<file path="config.mk">
export PLATFORM = sky130hd
export DESIGN_NAME = mem_arbiter
export DESIGN_NICKNAME = d
export VERILOG_FILES = /design/src/rtl/mem_arbiter_pkg.sv /design/src/rtl/rr_pick.sv /design/src/rtl/mem_arbiter.sv
export SDC_FILE = /design/constraint.sdc
export NUM_CORES = 1
export LEC_CHECK = 0
export BUFFER_PORTS_ARGS = -buffer_cell sky130_fd_sc_hd__buf_2
export CAP_MARGIN = 0
export CORE_MARGIN = 2
export CORE_UTILIZATION = 40
export DETAILED_ROUTE_END_ITERATION = 10
export PLACE_DENSITY = 0.64
export SYNTH_ARGS = -nofsm -noshare
export SYNTH_HDL_FRONTEND = slang
export SYNTH_SLANG_ARGS = --single-unit
</file>
<file path="constraint.sdc">
create_clock -name clk -period 2.4 [get_ports clk]
set_clock_uncertainty 0.05 [all_clocks]
set_input_delay 0.12 -clock clk [delete_from_list [all_inputs] [get_ports clk]]
set_output_delay 0.12 -clock clk [all_outputs]
set_load 0.02 [all_outputs]
</file>
<file path="src/rtl/mem_arbiter_pkg.sv">
// Shared typedefs for the VeriRisc core: opcodes, controller states and the
// memory-port arbiter states, plus the read-latency limit of the memory port.
package mem_arbiter_pkg;

    // Longest supported memory read latency, in cycles after the mem_rd cycle.
    localparam int RD_LAT_MAX = 3;
    // Width of the read-latency counter (must hold RD_LAT_MAX).
    localparam int LAT_CNT_W  = 2;

    typedef enum logic [2:0] {
        OP_HLT, OP_SKZ, OP_ADD, OP_AND, OP_XOR, OP_LDA, OP_STO, OP_JMP
    } opcode_t;

    typedef enum logic [2:0] {
        INST_ADDR, INST_FETCH, INST_LOAD, IDLE, OP_ADDR, OP_FETCH, ALU_OP, STORE
    } state_t;

    typedef enum logic [1:0] {
        ARB_IDLE, ARB_ACCESS, ARB_WAIT, ARB_DONE
    } arb_state_t;

    // Counter load value for a given read latency. Out-of-range latencies are
    // clamped into 1..RD_LAT_MAX so the wait state can never stall forever.
    function automatic logic [LAT_CNT_W-1:0] lat_load(input int lat);
        if (lat < 1) begin
            return LAT_CNT_W'(1);
        end else if (lat > RD_LAT_MAX) begin
            return LAT_CNT_W'(RD_LAT_MAX);
        end
        return LAT_CNT_W'(lat);
    endfunction

endpackage

</file>
<file path="src/rtl/rr_pick.sv">
// Two-way round-robin picker. In normal mode any requester may win and ties
// go to the port that is not last_owner. With exclude_owner set, last_owner
// is the port currently being served and only the other port may win.
module rr_pick (
    input  logic req0,
    input  logic req1,
    input  logic last_owner,
    input  logic exclude_owner,
    output logic valid,
    output logic winner
);

    // Choose a winner from the request pair and the round-robin pointer.
    always_comb begin
        valid  = 1'b0;
        winner = 1'b0;
        if (exclude_owner) begin
            winner = ~last_owner;
            valid  = last_owner ? req0 : req1;
        end else if (req0 && req1) begin
            valid  = 1'b1;
            winner = ~last_owner;
        end else if (req0) begin
            valid  = 1'b1;
            winner = 1'b0;
        end else if (req1) begin
            valid  = 1'b1;
            winner = 1'b1;
        end
    end

endmodule

</file>
<file path="src/rtl/mem_arbiter.sv">
// Round-robin arbiter sharing the single VeriRisc memory port between the CPU
// controller (port 0) and the loader/DMA path (port 1). One access at a time:
// IDLE -> ACCESS -> (WAIT for reads) -> DONE, with a direct hand-over from
// DONE to the other port when it is waiting. All outputs are registered.
module mem_arbiter
    import mem_arbiter_pkg::*;
#(
    parameter int AWIDTH = 5,
    parameter int DWIDTH = 8,
    parameter int RD_LAT = 1
) (
    input  logic              clk,
    input  logic              rst,
    input  logic              req0,
    input  logic              req1,
    input  logic              we0,
    input  logic              we1,
    input  logic [AWIDTH-1:0] addr0,
    input  logic [AWIDTH-1:0] addr1,
    input  logic [DWIDTH-1:0] wdata0,
    input  logic [DWIDTH-1:0] wdata1,
    output logic              gnt0,
    output logic              gnt1,
    output logic              ack0,
    output logic              ack1,
    output logic [DWIDTH-1:0] rdata,
    output logic [AWIDTH-1:0] mem_addr,
    output logic [DWIDTH-1:0] mem_wdata,
    output logic              mem_rd,
    output logic              mem_wr,
    input  logic [DWIDTH-1:0] mem_rdata
);

    arb_state_t             state_reg, state_next;
    logic                   owner_reg, owner_next;
    logic                   last_owner_reg, last_owner_next;
    logic                   we_reg, we_next;
    logic [LAT_CNT_W-1:0]   cnt_reg, cnt_next;
    logic                   gnt0_reg, gnt0_next;
    logic                   gnt1_reg, gnt1_next;
    logic                   ack0_reg, ack0_next;
    logic                   ack1_reg, ack1_next;
    logic [DWIDTH-1:0]      rdata_reg, rdata_next;
    logic [AWIDTH-1:0]      mem_addr_reg, mem_addr_next;
    logic [DWIDTH-1:0]      mem_wdata_reg, mem_wdata_next;
    logic                   mem_rd_reg, mem_rd_next;
    logic                   mem_wr_reg, mem_wr_next;

    logic                   pick_excl;
    logic                   pick_last;
    logic                   pick_valid;
    logic                   pick_winner;
    logic                   do_grant;
    logic                   win_we;
    logic [AWIDTH-1:0]      win_addr;
    logic [DWIDTH-1:0]      win_wdata;

    // In DONE the pointer handed to the picker is the current owner, so only
    // the other port can take over without going back through IDLE.
    assign pick_excl = (state_reg == ARB_DONE);
    assign pick_last = pick_excl ? owner_reg : last_owner_reg;

    rr_pick u_pick (
        .req0          (req0),
        .req1          (req1),
        .last_owner    (pick_last),
        .exclude_owner (pick_excl),
        .valid         (pick_valid),
        .winner        (pick_winner)
    );

    assign win_we    = pick_winner ? we1    : we0;
    assign win_addr  = pick_winner ? addr1  : addr0;
    assign win_wdata = pick_winner ? wdata1 : wdata0;

    // Next-state and next-output logic; strobes and acks default to idle.
    always_comb begin
        state_next      = state_reg;
        owner_next      = owner_reg;
        last_owner_next = last_owner_reg;
        we_next         = we_reg;
        cnt_next        = cnt_reg;
        gnt0_next       = gnt0_reg;
        gnt1_next       = gnt1_reg;
        ack0_next       = 1'b0;
        ack1_next       = 1'b0;
        rdata_next      = rdata_reg;
        mem_addr_next   = mem_addr_reg;
        mem_wdata_next  = mem_wdata_reg;
        mem_rd_next     = 1'b0;
        mem_wr_next     = 1'b0;
        do_grant        = 1'b0;

        case (state_reg)
            ARB_IDLE: begin
                do_grant = pick_valid;
            end
            ARB_ACCESS: begin
                if (we_reg) begin
                    ack0_next  = ~owner_reg;
                    ack1_next  = owner_reg;
                    state_next = ARB_DONE;
                end else begin
                    cnt_next   = lat_load(RD_LAT);
                    state_next = ARB_WAIT;
                end
            end
            ARB_WAIT: begin
                if (cnt_reg <= LAT_CNT_W'(1)) begin
                    rdata_next = mem_rdata;
                    ack0_next  = ~owner_reg;
                    ack1_next  = owner_reg;
                    state_next = ARB_DONE;
                end else begin
                    cnt_next = cnt_reg - LAT_CNT_W'(1);
                end
            end
            ARB_DONE: begin
                last_owner_next = owner_reg;
                do_grant        = pick_valid;
                if (!pick_valid) begin
                    gnt0_next  = 1'b0;
                    gnt1_next  = 1'b0;
                    state_next = ARB_IDLE;
                end
            end
            default: begin
                state_next = ARB_IDLE;
            end
        endcase

        // A grant latches the winner's request and pre-loads the strobes so
        // they are already registered during the ACCESS cycle.
        if (do_grant) begin
            state_next    = ARB_ACCESS;
            owner_next    = pick_winner;
            we_next       = win_we;
            gnt0_next     = ~pick_winner;
            gnt1_next     = pick_winner;
            mem_addr_next = win_addr;
            mem_wr_next   = win_we;
            mem_rd_next   = ~win_we;
            if (win_we) begin
                mem_wdata_next = win_wdata;
            end
        end
    end

    // State and output registers; reset abandons any in-flight access.
    always_ff @(posedge clk) begin
        if (rst) begin
            state_reg      <= ARB_IDLE;
            owner_reg      <= 1'b0;
            last_owner_reg <= 1'b1;
            we_reg         <= 1'b0;
            cnt_reg        <= '0;
            gnt0_reg       <= 1'b0;
            gnt1_reg       <= 1'b0;
            ack0_reg       <= 1'b0;
            ack1_reg       <= 1'b0;
            rdata_reg      <= '0;
            mem_addr_reg   <= '0;
            mem_wdata_reg  <= '0;
            mem_rd_reg     <= 1'b0;
            mem_wr_reg     <= 1'b0;
        end else begin
            state_reg      <= state_next;
            owner_reg      <= owner_next;
            last_owner_reg <= last_owner_next;
            we_reg         <= we_next;
            cnt_reg        <= cnt_next;
            gnt0_reg       <= gnt0_next;
            gnt1_reg       <= gnt1_next;
            ack0_reg       <= ack0_next;
            ack1_reg       <= ack1_next;
            rdata_reg      <= rdata_next;
            mem_addr_reg   <= mem_addr_next;
            mem_wdata_reg  <= mem_wdata_next;
            mem_rd_reg     <= mem_rd_next;
            mem_wr_reg     <= mem_wr_next;
        end
    end

    assign gnt0      = gnt0_reg;
    assign gnt1      = gnt1_reg;
    assign ack0      = ack0_reg;
    assign ack1      = ack1_reg;
    assign rdata     = rdata_reg;
    assign mem_addr  = mem_addr_reg;
    assign mem_wdata = mem_wdata_reg;
    assign mem_rd    = mem_rd_reg;
    assign mem_wr    = mem_wr_reg;

endmodule

</file>
==> results by group, run 1 <==
Route
  • Total Routed Length: 3919 um
  • Detailed-route via count: 1569
  • Drc violations: 0
  • First drt pass iteration count: 2
  • Initial DRC Count: 57
  • Vias per cell: 5.127
  • WL/cell: 12.81 um
  • Antenna viol nets, final: 0

Timing
  • Final period util: 89.16%
  • Max-slew headroom: 44.52%
  • Setup ws final: 0.2602 ns
  • Final Slew Violations: 0
  • Final hold vios: 0
  • TNS Setup: 0 ns
  • Maximum clock frequency: 467.3 MHz
  • Slew @ Worst Pin: 0.8298 ns
  • Setup violations, final: 0
  • RSZ-0062 raised after global routing: no
  • Post-route minimum period: 2.140 ns

Worst setup path
  • R2R setup slack: 0.26 ns
  • Worst Path Arrival: 2.25 ns
  • Worst-path fanout max: 15
  • CP Launch Type: register
  • WP buf/inv: 0
  • Crit path top cell by count: nor2_1
  • Crit-path max cell delay: 0.67 ns
  • Slowest-stage cell, CP: o211ai_2
  • Worst setup path class: register to register
  • Worst flop-to-flop path startpoint: state_reg[1]
  • Reg2reg end: gnt1
  • Worst setup EP type: register
  • CP top delay family: compound AO/OA/AOI/OAI gates
  • Cells on worst reg2reg path: 6
  • CP Cell Sequence: ha_1 > a21boi_1 > o211ai_2 > nor2_1 > a31oi_1 > nor2_1
  • WP data required: 2.51 ns

Global routing
  • GRT Total Usage: 16.84%
  • Grt ovf: 0
  • Largest net degree at the start of global routing: 32
  • Number of global-route vias before repair: 1521
  • Initial antenna violation count: 0
  • Global-route wire length before repair: 6679 um

Cells and area
  • Synth-to-Final Area Change: 27.11%
  • Layout fillers: 415
  • Final nets: 299
  • Multi-input gate area: 962.2 um2
  • Layout cells sized above 1: 37.01%
  • Seq. cell area: 680.7 um2
  • Final core occ: 51.78%
  • Number of diodes: 0

Worst hold path
  • Hold Crit Depth: 3
  • Hold WC Path Type: input port to register
  • Worst hold start: mem_rdata[1]
  • WHS Endpoint: rdata[1]

Clock network
  • Worst-path clk slew: 0.07 ns
  • Clock tree buffer depth: 2
  • Root buf cell: clkbuf_8
  • Clock Latency Late Sink: 0.28 ns
  • H-tree depth: 2
  • Num CTS Buffers: 5
  • Post-CTS resize count: 0
  • Post-CTS Setup Bufs: 0
  • Clock Sinks: 34
  • Hold_buf cts: 0
  • TritonCTS clock tree: built

Floorplanning
  • Die ar.: 4918 um2
  • # rows: 24
  • Initial Util: 40.73%
  • Die Y: 70.13 um
  • Die Wd: 70.13 um
  • CORE AREA: 4294 um2
  • IO Pins: 67

Run status
  • Status: complete, no violations

Synth
  • Dominant cell type by area after synthesis: dfxtp_1
  • Yosys reg bits: 34
  • Synth top area cells: dfxtp_1, mux2i_1, nor4b_2
  • Synth warnings: 0
  • Post-synth top area share: 38.91%
  • Yosys cell types: 38
  • Syn avg cell area: 9.455 um2
  • Post-Syn Area: 1749 um2
  • Seq/Total Area, Yosys: 38.91%
  • Synth Net Count: 231
  • Mapped Cells: 185

Place
  • Port Buf Inserts: 66
  • DP Wirelength: 2845 um
  • Global placement routability congestion: 0.8715
  • Setup WS pre-CTS: 0.2818 ns

Pwr
  • Leakage: 1.129 nW
  • Pwr per Cell Area: 1099 nW/um2
  • Worst vdd ir: 0.0005280 V

Flow run
  • MaxCap Viol Count: 0
==> routing by layer <==
layer  vias to the layer above  wire length, um  global-route usage, %
met5                         -                0                      0
li1                        800                -                      -
met1                       704             1887                  20.95
met2                        58             1694                  26.67
met3                         7              285                  5.628
met4                         0               51                  7.051
==> cells by family after synthesis <==
logic type / synth area share (%)
buffers and inverters: 6.080
AOI/OAI and AO/OA: 18.96
muxes: 9.227
adders and majority gates: 4.292
DFF: 38.91
and+or+nand+nor: 22.53
==> worst max path at each step <==
stage | cells past startpoint | end | slack [ns] | start
detailed placement | 6 | gnt1 | 0.28 | state_reg[1]
global placement | 7 | mem_wdata[1] | 0.37 | state_reg[1]
CTS | 6 | gnt1 | 0.26 | state_reg[1]
finish | 6 | gnt1 | 0.26 | state_reg[1]
global route | 6 | gnt1 | 0.07 | state_reg[1]
floorplan | 7 | gnt1 | 0.54 | state_reg[1]
==> per-stage QoR <==
| step | instance area [um2] | power [mW] | instances | hold WS [ns] |
|---|---|---|---|---|
| 2_1_floorplan | 1749 | 1.704 | 185 | 0.2139 |
| 3_3_place_gp | 2132 | 2.011 | 298 | 0.2976 |
| 3_5_place_dp | 2132 | 2.024 | 298 | 0.3069 |
| 4_1_cts | 2223 | 2.472 | 306 | 0.003687 |
| 5_1_grt | 2223 | 2.630 | 306 | 0.004559 |
| 6_report | 2223 | 2.443 | 306 | 0.01473 |
==> synthesized netlist by cell type, drive strengths merged <==
cell type   n
o21a        1
mux2i      15
o22a        8
or2         1
nand2       7
a31oi      11
buf         8
and3        2
a2111oi     1
a21oi       4
nor3        1
nand2b      1
nor2       19
nor3b       8
a211oi      6
a221oi      1
ha          6
nand3       2
nor4b       8
inv        15
o2111ai     2
mux2        1
dfxtp      34
nor2b      11
a21boi      1
o211a       1
o211ai      1
o21ai       6
or3b        1
clkbuf      2
==> layout by cell type, fill, tap and decap left out, types with 4 or more instances in the layout <==
| cell | count |
|---|---|
| nor2_1 | 18 |
| dfxtp_1 | 34 |
| mux2i_1 | 15 |
| nor2b_1 | 10 |
| nor4b_2 | 7 |
| inv_1 | 14 |
| nand2_1 | 7 |
| clkbuf_8 | 6 |
| ha_1 | 6 |
| a211oi_1 | 6 |
| a21oi_1 | 4 |
| nor3b_1 | 8 |
| o22a_1 | 8 |
| o21ai_0 | 5 |
| buf_2 | 66 |
| a31oi_1 | 10 |
| buf_4 | 5 |
==> worst register-to-register path, stage by stage (launching register included) <==
cell and delay (ns):
dfxtp_1 0.44, ha_1 0.34, a21boi_1 0.14, o211ai_2 0.67, nor2_1 0.13, a31oi_1 0.19, nor2_1 0.05
==> final cells by class <==
class | count | area share, %
Timing Repair Buffer | 71 | 16.54
Clock buffer | 7 | 3.883
Inverter | 15 | 2.532
Clock inverter | 1 | 0.2251
Tap cell | 52 | 2.926
Multi-Input combinational cell | 126 | 43.28
Sequential cell | 34 | 30.61
==> report_power, final <==
group          internal [mW]  leakage [nW]  switching (mW)
Sequential             0.743         0.279           0.121
Clock                  0.231        0.0482           0.204
Combinational          0.455         0.803           0.689
Total                   1.43          1.13            1.01
(Power assumes the default switching activity.)
==> inputs of run 2 (changes only) <==
- CORE_ASPECT_RATIO: not set -> 0.5
- CORE_UTILIZATION: 40 -> 48
- PLACE_DENSITY: 0.64 -> 0.76
- RECOVER_POWER: not set -> 25
==> run 2 against run 1 <==
Against the previous run: critical path depth stayed put; cell area is 1.2% lower; utilization is 12 points higher; total power is 0.98% lower; largest cell class unchanged; sequential power is 0.5% lower; largest power group unchanged; clock-buffer cell count stayed put; via count is 1.3% lower; highest routed layer unchanged; maximum frequency is 1.2% lower; die area is 15% lower; routed wire length is 2.3% lower.
==> results by group, run 2 (synthesis gave the netlist of run 1 again) <==
Run status
  • Status: complete, no violations

Route
  • Antenna viol nets, final: 0 (unchanged)
  • Total Routed Length: 3829 um (-2.3%)
  • Detailed-route via count: 1548 (-1.3%)
  • WL/cell: 12.60 um (-1.7%)
  • Initial DRC Count: 42 (-26%)
  • Drc violations: 0 (unchanged)
  • First drt pass iteration count: 4 (+2)
  • Vias per cell: 5.092 (-0.69%)

Cells and area
  • Number of diodes: 0 (unchanged)
  • Final nets: 298 (-0.33%)
  • Synth-to-Final Area Change: 25.54%
  • Layout cells sized above 1: 30.83% (-6.2 points)
  • Layout fillers: 315 (-24%)
  • Commonest non-fill, non-tap cell in the layout: buf_2
  • Commonest non-fill, non-tap cells in the layout: buf_2, dfxtp_1, nor2_1

Pwr
  • Pwr per Cell Area: 1101 nW/um2 (+0.26%)
  • Leakage: 1.063 nW (-5.8%)
  • Internal: 1.405 mW (-1.7%)
  • Sequential share of power: 35.6% (+0.2 points)
  • Worst vdd ir: 0.0004252 V (-19%)
  • Switching part of the total: 41.91% (+0.42 points)
  • Logic gate share of total power: 46.7% (about the same)
  • Clock power share: 17.8% (about the same)
  • Psw: 1.014 mW (about the same)

Timing
  • RSZ-0062 raised after global routing: no
  • Maximum clock frequency: 461.7 MHz (-1.2%)
  • Final hold vios: 0 (unchanged)
  • Final period util: 90.25% (+1.1 points)
  • Setup ws final: 0.2339 ns (-0.02627 ns)
  • Max-slew headroom: 43.57% (-0.94 points)
  • Slew @ Worst Pin: 0.8439 ns (+0.01411 ns)
  • Post-route minimum period: 2.166 ns (+0.02627 ns)
  • Final Slew Violations: 0 (unchanged)
  • Setup violations, final: 0 (unchanged)
  • TNS Setup: 0 ns (unchanged)

Worst setup path
  • Worst setup EP type: register
  • Worst-path fanout max: 15 (unchanged)
  • Worst setup path class: register to register
  • Reg2reg end: gnt1
  • Worst flop-to-flop path startpoint: state_reg[1]
  • Crit-path max cell delay: 0.68 ns (about the same)
  • R2R setup slack: 0.23 ns (-0.03 ns)
  • Worst Path Arrival: 2.26 ns (about the same)
  • CP Launch Type: register
  • Cells on worst reg2reg path: 6 (unchanged)
  • CP Cell Sequence: ha_1 > a21boi_1 > o211ai_2 > nor2_1 > a31oi_1 > nor2_1
  • WP data required: 2.50 ns (about the same)
  • Crit path top cell by count: nor2_1
  • Slowest-stage cell, CP: o211ai_2

Global routing
  • Largest net degree at the start of global routing: 32 (unchanged)
  • Number of global-route vias before repair: 1359 (-11%)
  • GRT Total Usage: 18.59% (+1.7 points)
  • Initial antenna violation count: 0 (unchanged)
  • Grt ovf: 0 (unchanged)
  • Global-route wire length before repair: 5871 um (-12%)

Floorplanning
  • Initial Util: 50.65% (+9.9 points)
  • Die Wd: 89.37 um (+27%)
  • Die Y: 46.69 um (-33%)
  • # rows: 15 (-38%)
  • CORE AREA: 3453 um2 (-20%)
  • IO Pins: 67 (unchanged)
  • Die ar.: 4172 um2 (-15%)

Flow run
  • MaxCap Viol Count: 0 (unchanged)

Place
  • Setup WS pre-CTS: 0.2748 ns (-0.006973 ns)
  • DP Wirelength: 2788 um (-2.0%)
  • Port Buf Inserts: 66 (unchanged)
  • Global placement routability congestion: 0.7807 (-10%)

Clock network
  • Post-CTS Setup Bufs: 0 (unchanged)
  • Num CTS Buffers: 5 (unchanged)
  • Root buf cell: clkbuf_8
  • Clock Latency Late Sink: 0.28 ns (about the same)
  • Clock tree buffer depth: 2 (unchanged)
  • Post-CTS resize count: 0 (unchanged)
  • Worst-path clk slew: 0.07 ns (about the same)
  • TritonCTS clock tree: built
  • Hold_buf cts: 0 (unchanged)
  • Clock Sinks: 34 (unchanged)
  • H-tree depth: 2 (unchanged)

Worst hold path
  • Hold WC Path Type: input port to register
  • WHS Endpoint: rdata[1]
  • Hold Crit Depth: 3 (unchanged)
  • Worst hold start: mem_rdata[1]
-- run 2: cell count changes in the layout (fill, tap and decap cells not counted), sizes merged --
cell / change
clkbuf: +15
buf: -16
-- run 2: layer usage --
| metal | part of all wire (%) | routed length [um] | vias to the layer above | GRT usage (%) |
|---|---|---|---|---|
| met5 | 0 | 0 | - | 0 |
| met4 | 0.37 | 14 | 0 | 4.478 |
| met3 | 6.2 | 238 | 2 | 6.093 |
| met2 | 46 | 1747 | 43 | 32.00 |
| met1 | 48 | 1828 | 707 | 23.00 |
| li1 | - | - | 796 | - |
-- run 2: layout make-up --
type                            instances  area [um2]  area share (%)
Multi-Input combinational cell        126       962.2           43.82
Sequential cell                        34       680.7           31.00
Timing Repair Buffer                   70       341.6           15.56
Clock buffer                            7       86.33           3.932
Tap cell                               51       63.81           2.906
Inverter                               15       56.30           2.564
Clock inverter                          1       5.005          0.2279
-- run 2: stage by stage --
step / cell area [um2] / cells / utilization [%] / hold slack (ns) / total power, mW
2_1_floorplan: 1749 / 185 / - / 0.2139 / 1.704
3_3_place_gp: 2123 / 296 / 61.49 / 0.3005 / 1.989
3_5_place_dp: 2123 / 296 / 61.49 / 0.3131 / 2.015
4_1_cts: 2215 / 304 / 64.13 / 0.01463 / 2.451
5_1_grt: 2196 / 304 / 63.59 / 0.03863 / 2.584
6_report: 2196 / 304 / 63.59 / 0.01953 / 2.419
-- run 2: worst max-delay path, delay by kind of cell, from the launching register on --
kind / cells / cell delay, ns
flip-flops: 1 / 0.45
AND/OR/NAND/NOR: 2 / 0.17
AO/OA/AOI/OAI: 3 / 1.02
adder cells (fa/ha/maj): 1 / 0.35
-- run 2: worst max-delay path by stage --
stage | startpoint | to | slack, ns
floorplan | state_reg[1] | gnt1 | 0.54
global placement | state_reg[1] | mem_wdata[7] | 0.38
detailed placement | state_reg[1] | gnt1 | 0.27
CTS | state_reg[1] | gnt1 | 0.26
global route | state_reg[1] | mem_wdata[7] | 0.08
finish | state_reg[1] | gnt1 | 0.23
-- run 2: power groups by stage --
| stage | Clock, mW | Sequential, mW | Combinational (mW) |
|---|---|---|---|
| 6_report | 0.430 | 0.860 | 1.13 |
| 5_1_grt | 0.458 | 0.885 | 1.24 |
| 4_1_cts | 0.440 | 0.857 | 1.15 |
| 3_5_place_dp | 0 | 0.867 | 1.15 |
| 3_3_place_gp | 0 | 0.863 | 1.13 |
| 2_1_floorplan | 0 | 1.02 | 0.680 |
